File: config.mk
export PLATFORM = sky130hd
export DESIGN_NAME = key_onehot_latch_flat
export DESIGN_NICKNAME = d
export VERILOG_FILES = /design/src/rtl/key_onehot_latch_if.sv /design/src/rtl/key_onehot_latch.sv /design/src/flat_wrapper.sv
export SDC_FILE = /design/constraint.sdc
export NUM_CORES = 1
export LEC_CHECK = 0
export ABC_AREA = 1
export CAP_MARGIN = 20
export CORE_MARGIN = 2
export CORE_UTILIZATION = 45
export DETAILED_ROUTE_END_ITERATION = 12
export PLACE_DENSITY = 0.69
export SKIP_CTS_REPAIR_TIMING = 1
export SLEW_MARGIN = 20
export SYNTH_ARGS = -nofsm -noshare
export SYNTH_HDL_FRONTEND = slang
export SYNTH_SLANG_ARGS = --single-unit
File: constraint.sdc
create_clock -name clk -period 11.2 [get_ports clk]
set_input_delay 1.68 -clock clk [delete_from_list [all_inputs] [get_ports clk]]
set_output_delay 1.68 -clock clk [all_outputs]
set_load 0.01 [all_outputs]
File: src/rtl/key_onehot_latch_if.sv
// Key-latch bus: raw key levels and clear in, held one-hot code and load pulse out.
interface key_onehot_latch_if;
  logic [9:0] key_in;
  logic       clr;
  logic [9:0] out;
  logic       new_key;

  // Board side / stimulus: drives the keys and the clear, observes the code.
  modport master (
    output key_in,
    output clr,
    input  out,
    input  new_key
  );

  // The latch block itself.
  modport slave (
    input  key_in,
    input  clr,
    output out,
    output new_key
  );
endinterface

File: src/rtl/key_onehot_latch.sv
// Debounces ten keys, detects new presses and holds a one-hot code of the most
// recently pressed key. The output is always zero or a single set bit, so it can
// feed the 7-segment decoder's one-hot input directly.
module key_onehot_latch #(
  parameter int TICK_DIV       = 50000, // clocks per debounce sample tick, >= 2
  parameter int DB_SAMPLES     = 8,     // equal samples needed to flip a key, >= 2
  parameter int KEY_ACTIVE_LOW = 1      // 1: a low key_in bit means pressed
) (
  input  logic              clk,
  input  logic              rst,
  key_onehot_latch_if.slave bus
);

  localparam int                N_KEYS   = 10;
  localparam int                CNT_W    = $clog2(TICK_DIV);
  localparam logic [CNT_W-1:0]  CNT_LAST = CNT_W'(TICK_DIV - 1);
  localparam logic              POL      = (KEY_ACTIVE_LOW != 0);

  logic [N_KEYS-1:0]                 pressed_raw;
  logic [N_KEYS-1:0]                 sync1;
  logic [N_KEYS-1:0]                 sync2;
  logic [CNT_W-1:0]                  cnt;
  logic                              tick;
  logic [N_KEYS-1:0][DB_SAMPLES-1:0] hist;
  logic [N_KEYS-1:0][DB_SAMPLES-1:0] hist_next;
  logic [N_KEYS-1:0]                 db;
  logic [N_KEYS-1:0]                 db_prev;
  logic [N_KEYS-1:0]                 ev;
  logic [N_KEYS-1:0]                 ev_low;
  logic [N_KEYS-1:0]                 out_q;
  logic                              new_key_q;

  // Normalize polarity so a 1 always means "pressed".
  assign pressed_raw = bus.key_in ^ {N_KEYS{POL}};

  // Two-flop synchronizer per key; the raw pins are asynchronous to clk.
  // NOTE: every register here uses non-blocking assignments so all flops
  // sample the pre-edge values and the chain really is two stages deep.
  always_ff @(posedge clk or posedge rst) begin
    if (rst) begin
      sync1 <= '0;
      sync2 <= '0;
    end else begin
      sync1 <= pressed_raw;
      sync2 <= sync1;
    end
  end

  // Free-running sample-tick divider; clr deliberately has no effect on it.
  always_ff @(posedge clk or posedge rst) begin
    if (rst) begin
      cnt <= '0;
    end else if (cnt == CNT_LAST) begin
      cnt <= '0;
    end else begin
      cnt <= cnt + CNT_W'(1);
    end
  end

  assign tick = (cnt == CNT_LAST);

  // History after shifting in the current synced sample.
  always_comb begin
    hist_next = hist;
    for (int i = 0; i < N_KEYS; i++) begin
      hist_next[i] = {hist[i][DB_SAMPLES-2:0], sync2[i]};
    end
  end

  // On each tick shift in a sample; flip the debounced state only when the
  // whole history agrees, otherwise hold it.
  always_ff @(posedge clk or posedge rst) begin
    if (rst) begin
      hist <= '0;
      db   <= '0;
    end else if (tick) begin
      hist <= hist_next;
      for (int i = 0; i < N_KEYS; i++) begin
        if (&hist_next[i]) begin
          db[i] <= 1'b1;
        end else if (~|hist_next[i]) begin
          db[i] <= 1'b0;
        end
      end
    end
  end

  // Delayed copy of the debounced state for rising-edge (press) detection.
  // NOTE: db_prev resets to "released" like db, so a key held through reset
  // produces a fresh press event once its debounce completes.
  always_ff @(posedge clk or posedge rst) begin
    if (rst) begin
      db_prev <= '0;
    end else begin
      db_prev <= db;
    end
  end

  assign ev = db & ~db_prev;

  // Isolate the lowest set event bit; higher simultaneous presses are dropped.
  assign ev_low = ev & (~ev + N_KEYS'(1));

  // Held code: clear wins over a press in the same cycle; otherwise the newest
  // press reloads the code (even if it is the key already held).
  always_ff @(posedge clk or posedge rst) begin
    if (rst) begin
      out_q     <= '0;
      new_key_q <= 1'b0;
    end else if (bus.clr) begin
      out_q     <= '0;
      new_key_q <= 1'b0;
    end else if (|ev) begin
      out_q     <= ev_low;
      new_key_q <= 1'b1;
    end else begin
      new_key_q <= 1'b0;
    end
  end

  assign bus.out     = out_q;
  assign bus.new_key = new_key_q;

endmodule

File: src/flat_wrapper.sv
// flat-port wrapper written by rule: the top's interface ports become plain ports
module key_onehot_latch_flat 
#(
  parameter int TICK_DIV       = 50000,                                         
  parameter int DB_SAMPLES     = 8,                                                
  parameter int KEY_ACTIVE_LOW = 1                                          
)
  (clk, rst, bus_key_in, bus_clr, bus_out, bus_new_key);
  key_onehot_latch_if bus_i ();
  input  logic clk;
  input  logic rst;
  input wire logic [$bits(bus_i.key_in)-1:0] bus_key_in;
  input wire logic [$bits(bus_i.clr)-1:0] bus_clr;
  output wire logic [$bits(bus_i.out)-1:0] bus_out;
  output wire logic [$bits(bus_i.new_key)-1:0] bus_new_key;
  assign bus_i.key_in = bus_key_in;
  assign bus_i.clr = bus_clr;
  assign bus_out = bus_i.out;
  assign bus_new_key = bus_i.new_key;
  key_onehot_latch #(.TICK_DIV(TICK_DIV), .DB_SAMPLES(DB_SAMPLES), .KEY_ACTIVE_LOW(KEY_ACTIVE_LOW)) u_core (.clk(clk), .rst(rst), .bus(bus_i));
endmodule
==> report_table.html, run 1 <==
<table>
<tr><th>Metric</th><th>Value</th></tr>
<tr><th colspan="2">Clock tree</th></tr>
<tr><td>CTS max path bufs</td><td>2</td></tr>
<tr><td>Num Clock Sinks</td><td>around 140</td></tr>
<tr><td>Maximum level of the CTS H-tree</td><td>4</td></tr>
<tr><td>CTS root buffer</td><td>sky130_fd_sc_hd__clkbuf_16</td></tr>
<tr><td>CTS Buf Count</td><td>17</td></tr>
<tr><td>Clock tree from TritonCTS</td><td>built</td></tr>
<tr><td>Clk pin slew, worst setup/hold paths</td><td>approximately 50 ps</td></tr>
<tr><td>Worst-Skew Late Latency</td><td>400 ps</td></tr>
<tr><th colspan="2">Logic synthesis</th></tr>
<tr><td>Number of flip-flops and latches in the synthesized netlist</td><td>between 100 and 150</td></tr>
<tr><td>Proportion of netlist area held by the largest area contributor</td><td>between 50% and 60%</td></tr>
<tr><td>Fraction of the yosys area taken by sequential cells</td><td>~57%</td></tr>
<tr><td>Net count after synthesis</td><td>roughly 700</td></tr>
<tr><td>Synth Instances</td><td>~690</td></tr>
<tr><td>Library cell occupying the most area in the post-synthesis netlist</td><td>sky130_fd_sc_hd__dfrtp_1</td></tr>
<tr><td>Post-synthesis average cell area</td><td>roughly 9 um^2</td></tr>
<tr><td>Post-synthesis instance area</td><td>~0.0061 mm^2</td></tr>
<tr><td>Largest cells by area after synthesis</td><td>sky130_fd_sc_hd__dfrtp_1, sky130_fd_sc_hd__nand2_1, sky130_fd_sc_hd__inv_1, sky130_fd_sc_hd__o21ai_2, sky130_fd_sc_hd__nor2_1</td></tr>
<tr><td>Count of warnings emitted by yosys</td><td>0</td></tr>
<tr><td>Number of library cell types mapped by synthesis</td><td>27</td></tr>
<tr><th colspan="2">Critical path</th></tr>
<tr><td>Buffers and inverters on the worst path</td><td>3</td></tr>
<tr><td>Critical path startpoint category</td><td>primary input</td></tr>
<tr><td>Required time worst endpoint</td><td>about 12000 ps</td></tr>
<tr><td>Number of cells traversed by the worst register-to-register path</td><td>7</td></tr>
<tr><td>Logic depth of the worst path, buffers included</td><td>3</td></tr>
<tr><td>Data arrival time of the critical path</td><td>approximately 3500 ps</td></tr>
<tr><td>Critical path cell sequence</td><td>clkdlybuf4s50_1, inv_6, buf_4</td></tr>
<tr><td>CP peak stage delay</td><td>~760 ps</td></tr>
<tr><td>Type of the setup path with the least slack</td><td>in2async</td></tr>
<tr><td>Kind of cell adding the most delay to the critical path</td><td>buffers and inverters</td></tr>
<tr><td>Worst Setup End Kind</td><td>asynchronous set/reset pin</td></tr>
<tr><td>Library cell contributing the largest single delay on the critical path</td><td>sky130_fd_sc_hd__buf_4</td></tr>
<tr><td>Biggest fanout along the worst timing path</td><td>69</td></tr>
<tr><th colspan="2">Hold path</th></tr>
<tr><td>Path type of the worst min-delay path</td><td>reg2reg</td></tr>
<tr><td>Number of cells on the worst hold path</td><td>0</td></tr>
<tr><th colspan="2">Floorplanning</th></tr>
<tr><td>Horiz. Die Dim</td><td>around 120 um</td></tr>
<tr><td>Area of the die</td><td>0.0144 mm^2</td></tr>
<tr><td>Height of the die</td><td>between 100 and 150 um</td></tr>
<tr><td>Effective utilization at floorplan</td><td>roughly 46%</td></tr>
<tr><td>I/O pin count</td><td>24</td></tr>
<tr><td>Core footprint</td><td>approximately 0.013 mm^2</td></tr>
<tr><td>Number of placement rows</td><td>42</td></tr>
<tr><th colspan="2">Detailed routing</th></tr>
<tr><td>DRT Pass-1 Iters</td><td>4</td></tr>
<tr><td>Vias</td><td>roughly 4300</td></tr>
<tr><td>Overall routed net length</td><td>about 10000 um</td></tr>
<tr><td>DRC marker count from the first detailed-route iteration</td><td>275</td></tr>
<tr><td>DR vias/cell</td><td>approximately 4.7</td></tr>
<tr><td>Routed wire length per instance</td><td>between 10 and 15 um</td></tr>
<tr><td>Drt drc</td><td>0</td></tr>
<tr><td>Detail Route Antenna Nets</td><td>0</td></tr>
<tr><th colspan="2">Timing</th></tr>
<tr><td>Transition time of the tightest slew-check pin</td><td>approximately 950 ps</td></tr>
<tr><td>RSZ-0062 raised after global routing</td><td>false</td></tr>
<tr><td>Fmax</td><td>between 300 and 400 MHz</td></tr>
<tr><td>Final-report hold violation count</td><td>0</td></tr>
<tr><td>Max-slew violation count</td><td>0</td></tr>
<tr><td>Fin Clk Skew</td><td>around 6.6 ps</td></tr>
<tr><td>Max-Slew Margin vs Limit</td><td>36.5%</td></tr>
<tr><td>Total of endpoints with negative setup slack in the final report</td><td>0</td></tr>
<tr><td>Crit path time final</td><td>just over 3000 ps</td></tr>
<tr><td>Share of the clock period used by the worst path after layout</td><td>~27%</td></tr>
<tr><td>Post-route setup TNS</td><td>0 ps</td></tr>
<tr><th colspan="2">Run status</th></tr>
<tr><td>Run status</td><td>completed</td></tr>
<tr><th colspan="2">Flow run</th></tr>
<tr><td>Max Cap Viol</td><td>0</td></tr>
<tr><th colspan="2">Finish</th></tr>
<tr><td>Final #Nets</td><td>727</td></tr>
<tr><td>Ant. Diodes</td><td>0</td></tr>
<tr><td>Area Growth Syn to Fin</td><td>14.0%</td></tr>
<tr><td>Fin cells</td><td>902</td></tr>
<tr><td>Filler instances</td><td>approximately 1200</td></tr>
<tr><td>Fraction of layout instances using a drive strength above 1</td><td>a little over a tenth</td></tr>
<tr><td>Commonest cells after routing, fill and taps aside</td><td>sky130_fd_sc_hd__nand2_1, sky130_fd_sc_hd__dfrtp_1, sky130_fd_sc_hd__inv_1, sky130_fd_sc_hd__nor2_1</td></tr>
<tr><td>Final core occ</td><td>52.4%</td></tr>
<tr><td>Commonest non-fill, non-tap cell in the layout</td><td>sky130_fd_sc_hd__nand2_1</td></tr>
<tr><th colspan="2">Global routing</th></tr>
<tr><td>Global-route wire length before repair</td><td>about 18000 um</td></tr>
<tr><td>Initial antenna violation count</td><td>0</td></tr>
<tr><td>Pin count of the biggest net entering global routing</td><td>91</td></tr>
<tr><td>Global router's overall resource usage</td><td>15.3%</td></tr>
<tr><td>Number of global-route vias before repair</td><td>~4100</td></tr>
<tr><td>Remaining Overflow, GRT</td><td>0</td></tr>
<tr><th colspan="2">Placement</th></tr>
<tr><td>Port buffer count</td><td>23</td></tr>
<tr><td>GPL Wtd Cong</td><td>0.893</td></tr>
<tr><td>HPWL after detailed placement</td><td>about 6400 um</td></tr>
<tr><td>Cell count after placement</td><td>between 800 and 900</td></tr>
<tr><th colspan="2">Power</th></tr>
<tr><td>Peak supply drop</td><td>roughly 96 uV</td></tr>
<tr><td>Pwr Density</td><td>between 100 and 150 mW/mm^2</td></tr>
<tr><td>Post-route total power</td><td>between 1 and 1.5 mW</td></tr>
<tr><td>P_leak</td><td>3.21 nW</td></tr>
</table>
[power by group]
group / leakage [nW] / switching [mW] / internal (mW)
Combinational: 1.09 / 0.0132 / 0.00564
Clock: 0.265 / 0.191 / 0.323
Sequential: 1.85 / 0.00172 / 0.499
Total: 3.21 / 0.206 / 0.828
[area by class of cell]
class / count / area, um^2 / area share (%)
timing repair buffer: 24 / 238 / 3.44
clock inverter: 6 / 63.8 / 0.924
tap: 176 / 220 / 3.19
clock buffer: 26 / 489 / 7.08
inverter: 92 / 350 / 5.07
multi-input combinational: 441 / 2120 / 30.7
sequential: 137 / 3430 / 49.6
[stage by stage]
step / hold WS [ps] / area, um^2 / setup slack, ps
final: 346 / 6910 / 8150
after global routing: 356 / 6910 / 7860
after CTS: 348 / 6900 / 8050
after detailed placement: 336 / 6350 / 7640
after global placement: 332 / 6350 / 7680
after floorplan: 331 / 6060 / 5850
[cells in the mapped netlist]
library cell,number
sky130_fd_sc_hd__a21oi_1,3
sky130_fd_sc_hd__buf_2,2
sky130_fd_sc_hd__buf_4,2
sky130_fd_sc_hd__buf_6,13
sky130_fd_sc_hd__clkbuf_1,2
sky130_fd_sc_hd__dfrtp_1,137
sky130_fd_sc_hd__ha_1,1
sky130_fd_sc_hd__inv_1,88
sky130_fd_sc_hd__inv_2,4
sky130_fd_sc_hd__nand2_1,210
sky130_fd_sc_hd__nand2_2,1
sky130_fd_sc_hd__nand2_4,1
sky130_fd_sc_hd__nand3_1,35
sky130_fd_sc_hd__nand3_2,1
sky130_fd_sc_hd__nand3b_1,10
sky130_fd_sc_hd__nand4_1,6
sky130_fd_sc_hd__nor2_1,71
sky130_fd_sc_hd__nor2_2,4
sky130_fd_sc_hd__nor2_4,2
sky130_fd_sc_hd__nor2_8,1
sky130_fd_sc_hd__nor3_1,5
sky130_fd_sc_hd__o21ai_0,37
sky130_fd_sc_hd__o21ai_1,7
sky130_fd_sc_hd__o21ai_2,37
sky130_fd_sc_hd__o21bai_1,1
sky130_fd_sc_hd__or2_1,1
sky130_fd_sc_hd__xor2_1,7
[per-layer routing]
| layer | up-vias | part of all wire (%) | GRT usage, % | wire length, um |
|---|---|---|---|---|
| met5 | - | 0 | 0 | 0 |
| li1 | 2187 | - | - | - |
| met1 | 2024 | 47 | 19.3 | 4700 |
| met4 | 0 | 1.5 | 5.96 | 147 |
| met3 | 8 | 2.4 | 3.52 | 247 |
| met2 | 46 | 49 | 25.5 | 4990 |
[kinds of logic (layout without fill, tap and decap cells)]
group	count (synthesis)	after routing	synth area share, %
flip-flops	137	137	56.6
XOR/XNOR	7	7	1.01
buffers and inverters	111	148	8.65
AO/OA/AOI/OAI	85	85	9.35
adder cells (fa/ha/maj)	1	1	0.206
AND/OR/NAND/NOR	348	348	24.2
[flip-flops by register name (all words and copies together), names as in the netlist]
register	count
u_core.db_prev	10
u_core.hist	70
u_core.bus.new_key	1
u_core.bus.out	10
u_core.cnt	16
u_core.sync1	10
u_core.sync2	10
u_core.db	10
[worst paths after layout]
| kind | from | to | slack [ps] |
|---|---|---|---|
| worst max-delay path | rst | u_core.cnt[12]$_DFF_PP0_ | 8150 |
| worst min-delay path | u_core.sync1[8]$_DFF_PP0_ | u_core.sync2[8]$_DFF_PP0_ | 350 |
| worst max register to register | u_core.cnt[0]$_DFF_PP0_ | u_core.hist[56]$_DFFE_PP0N_ | 9030 |
| worst min register to register | u_core.sync1[8]$_DFF_PP0_ | u_core.sync2[8]$_DFF_PP0_ | 350 |
| max in group clk | u_core.bus.out[0]$_DFFE_PP0P_ | bus_out[0] | 8220 |
| min in group asynchronous | rst | u_core.hist[74]$_DFFE_PP0N_ | 1750 |
(Power assumes the default switching activity.)
==> run 2, diff against run 1 <==
==> constraint.sdc (replaced) <==
create_clock -name clk -period 2.9 [get_ports clk]
set_input_delay 0.435 -clock clk [delete_from_list [all_inputs] [get_ports clk]]
set_output_delay 0.435 -clock clk [all_outputs]
set_load 0.01 [all_outputs]
==> report_table.html, run 2 (same netlist as run 1, synthesis figures left out) <==
<table>
<tr><th>Metric</th><th>Value</th></tr>
<tr><th colspan="2">Run status</th></tr>
<tr><td>Run status</td><td>completed</td></tr>
<tr><th colspan="2">Timing</th></tr>
<tr><td>Max-slew violation count</td><td>0</td></tr>
<tr><td>Crit path time final</td><td>1970 ps</td></tr>
<tr><td>Fmax</td><td>507 MHz</td></tr>
<tr><td>Post-route setup TNS</td><td>0 ps</td></tr>
<tr><td>Max-Slew Margin vs Limit</td><td>approximately three fifths</td></tr>
<tr><td>Share of the clock period used by the worst path after layout</td><td>between 60% and 70%</td></tr>
<tr><td>Fin Clk Skew</td><td>slightly below 8 ps</td></tr>
<tr><td>Crit path setup slack, layout</td><td>a little over 900 ps</td></tr>
<tr><td>Total of endpoints with negative setup slack in the final report</td><td>0</td></tr>
<tr><td>Final-report hold violation count</td><td>0</td></tr>
<tr><td>RSZ-0062 raised after global routing</td><td>false</td></tr>
<tr><td>Transition time of the tightest slew-check pin</td><td>610 ps</td></tr>
<tr><th colspan="2">Global routing</th></tr>
<tr><td>Initial antenna violation count</td><td>0</td></tr>
<tr><td>Global router's overall resource usage</td><td>roughly 16%</td></tr>
<tr><td>Global-route wire length before repair</td><td>~19000 um</td></tr>
<tr><td>Pin count of the biggest net entering global routing</td><td>70</td></tr>
<tr><td>Number of global-route vias before repair</td><td>4300</td></tr>
<tr><td>Remaining Overflow, GRT</td><td>0</td></tr>
<tr><th colspan="2">Detailed routing</th></tr>
<tr><td>Overall routed net length</td><td>10300 um</td></tr>
<tr><td>DRT Pass-1 Iters</td><td>6</td></tr>
<tr><td>Detail Route Antenna Nets</td><td>0</td></tr>
<tr><td>Routed wire length per instance</td><td>~11 um</td></tr>
<tr><td>DRC marker count from the first detailed-route iteration</td><td>319</td></tr>
<tr><td>Drt drc</td><td>0</td></tr>
<tr><td>Vias</td><td>around 4300</td></tr>
<tr><td>DR vias/cell</td><td>4.77</td></tr>
<tr><th colspan="2">Finish</th></tr>
<tr><td>Fraction of layout instances using a drive strength above 1</td><td>around 12%</td></tr>
<tr><td>Number of flip-flops under the largest register name</td><td>70</td></tr>
<tr><td>Commonest cells after routing, fill and taps aside</td><td>sky130_fd_sc_hd__nand2_1, sky130_fd_sc_hd__dfrtp_1, sky130_fd_sc_hd__inv_1, sky130_fd_sc_hd__nor2_1</td></tr>
<tr><td>Filler instances</td><td>roughly 1100</td></tr>
<tr><td>Largest registers</td><td>u_core.hist: 70 flops, u_core.cnt: 16 flops</td></tr>
<tr><td>Final core occ</td><td>between 50% and 60%</td></tr>
<tr><td>Register Area</td><td>roughly 0.0034 mm^2</td></tr>
<tr><td>Area occupied by multi-input gates</td><td>between 0.002 and 0.0025 mm^2</td></tr>
<tr><td>Final #Nets</td><td>around 730</td></tr>
<tr><td>Fin cells</td><td>between 900 and 1000</td></tr>
<tr><td>Commonest non-fill, non-tap cell in the layout</td><td>sky130_fd_sc_hd__nand2_1</td></tr>
<tr><td>Register with the most flip-flops</td><td>u_core.hist</td></tr>
<tr><td>Area Growth Syn to Fin</td><td>16.4%</td></tr>
<tr><td>Ant. Diodes</td><td>0</td></tr>
<tr><th colspan="2">Critical path</th></tr>
<tr><td>CP peak stage delay</td><td>370 ps</td></tr>
<tr><td>Required time worst endpoint</td><td>about 3200 ps</td></tr>
<tr><td>Minimum setup slack among reg-to-reg paths</td><td>around 930 ps</td></tr>
<tr><td>Number of cells traversed by the worst register-to-register path</td><td>9</td></tr>
<tr><td>Type of the setup path with the least slack</td><td>reg2reg</td></tr>
<tr><td>Library cell contributing the largest single delay on the critical path</td><td>sky130_fd_sc_hd__dfrtp_1</td></tr>
<tr><td>Data arrival time of the critical path</td><td>about 2300 ps</td></tr>
<tr><td>Worst Setup End Kind</td><td>register</td></tr>
<tr><td>Biggest fanout along the worst timing path</td><td>48</td></tr>
<tr><td>Critical path cell sequence</td><td>ha_1, nand2_2, nor2_4, inv_2, nor2_2, nand2_4, buf_12, nand2_1, o21ai_2</td></tr>
<tr><td>Capture point of the worst reg-to-reg path</td><td>u_core.hist[52]$_DFFE_PP0N_</td></tr>
<tr><td>Critical path startpoint category</td><td>register</td></tr>
<tr><td>Start of the worst register-to-register path</td><td>u_core.cnt[0]$_DFF_PP0_</td></tr>
<tr><th colspan="2">Placement</th></tr>
<tr><td>HPWL after detailed placement</td><td>about 6600 um</td></tr>
<tr><td>Port buffer count</td><td>23</td></tr>
<tr><td>Cell count after placement</td><td>a little under 900</td></tr>
<tr><td>GPL Wtd Cong</td><td>0.913</td></tr>
<tr><td>Worst setup slack before clock tree synthesis</td><td>between 900 and 1000 ps</td></tr>
<tr><th colspan="2">Clock tree</th></tr>
<tr><td>Clk pin slew, worst setup/hold paths</td><td>around 50 ps</td></tr>
<tr><td>Maximum level of the CTS H-tree</td><td>4</td></tr>
<tr><td>CTS Buf Count</td><td>17</td></tr>
<tr><td>CTS root buffer</td><td>sky130_fd_sc_hd__clkbuf_16</td></tr>
<tr><td>Num Clock Sinks</td><td>137</td></tr>
<tr><td>Worst-Skew Late Latency</td><td>about 410 ps</td></tr>
<tr><td>Clock tree from TritonCTS</td><td>built</td></tr>
<tr><td>CTS max path bufs</td><td>2</td></tr>
<tr><th colspan="2">Floorplanning</th></tr>
<tr><td>Number of placement rows</td><td>between 40 and 50</td></tr>
<tr><td>Core footprint</td><td>~0.013 mm^2</td></tr>
<tr><td>Effective utilization at floorplan</td><td>between 40% and 50%</td></tr>
<tr><td>Height of the die</td><td>about 120 um</td></tr>
<tr><td>I/O pin count</td><td>24</td></tr>
<tr><td>Area of the die</td><td>about 0.014 mm^2</td></tr>
<tr><td>Horiz. Die Dim</td><td>between 100 and 150 um</td></tr>
<tr><th colspan="2">Hold path</th></tr>
<tr><td>Start point of the worst min-delay path</td><td>u_core.sync1[4]$_DFF_PP0_</td></tr>
<tr><td>Hold Path End</td><td>u_core.sync2[4]$_DFF_PP0_</td></tr>
<tr><td>Number of cells on the worst hold path</td><td>0</td></tr>
<tr><td>Path type of the worst min-delay path</td><td>reg2reg</td></tr>
<tr><th colspan="2">Power</th></tr>
<tr><td>Post-route total power</td><td>about 4.2 mW</td></tr>
<tr><td>Peak supply drop</td><td>just over 400 uV</td></tr>
<tr><td>P_leak</td><td>between 3 and 4 nW</td></tr>
<tr><td>Pwr Density</td><td>approximately 600 mW/mm^2</td></tr>
<tr><th colspan="2">Flow run</th></tr>
<tr><td>Max Cap Viol</td><td>0</td></tr>
</table>
-- run 2: cell types whose count changed in the layout (fill, tap and decap cells not counted), sizes merged --
cell | before | now
clkbuf | 26 | 24
bufinv | 1 | 3
buf | 1 | 7
clkinvlp | 2 | 1
clkinv | 2 | 5
inv | 93 | 91
-- run 2: final cells by class --
class / count / area share (%)
flip-flops and latches: 137 / 48.6
multi-input cells: 441 / 29.9
clock buffers: 24 / 7.11
inverters: 92 / 4.95
repair buffers: 30 / 4.72
well taps: 176 / 3.12
clock inverters: 8 / 1.63
-- run 2: how the worst max path moves through the flow --
stage / depth (start not counted) / to / slack [ps] / startpoint
2_1_floorplan: 1 / u_core.bus.new_key$_DFF_PP0_ / 760 / rst
3_3_place_gp: 9 / u_core.hist[12]$_DFFE_PP0N_ / 980 / u_core.cnt[0]$_DFF_PP0_
3_5_place_dp: 9 / u_core.hist[12]$_DFFE_PP0N_ / 940 / u_core.cnt[0]$_DFF_PP0_
4_1_cts: 9 / u_core.hist[52]$_DFFE_PP0N_ / 910 / u_core.cnt[0]$_DFF_PP0_
5_1_grt: 9 / u_core.hist[77]$_DFFE_PP0N_ / 740 / u_core.cnt[0]$_DFF_PP0_
6_report: 9 / u_core.hist[52]$_DFFE_PP0N_ / 930 / u_core.cnt[0]$_DFF_PP0_
-- run 2: layer usage --
| metal | vias up | share of wire, % | global-route usage (%) |
|---|---|---|---|
| li1 | 2197 | - | - |
| met1 | 2037 | 46 | 19.9 |
| met2 | 83 | 49 | 26.8 |
| met3 | 16 | 3.9 | 4.42 |
| met4 | 0 | 1.4 | 6.76 |
| met5 | - | 0 | 0 |
-- run 2: worst max-delay path: cells and delay by family (launching register included) --
family | cells | cell delay (ps)
flops | 1 | 370
simple gates | 5 | 820
fa+ha+maj | 1 | 200
compound gates | 1 | 50
buf+inv | 2 | 400
-- run 2: metrics by stage --
stage          area (um^2)  hold WS, ps
5_1_grt               7060          349
4_1_cts               7060          348
6_report              7060          346
3_5_place_dp          6440          336
2_1_floorplan         6070          331
3_3_place_gp          6440          331
-- run 2: where the power goes --
group / internal (mW) / total [mW] / switching [mW]
Sequential: 1.93 / 1.93 / 0.00709
Clock: 1.46 / 2.22 / 0.765
Combinational: 0.0289 / 0.0813 / 0.0524
Total: 3.42 / 4.24 / 0.825
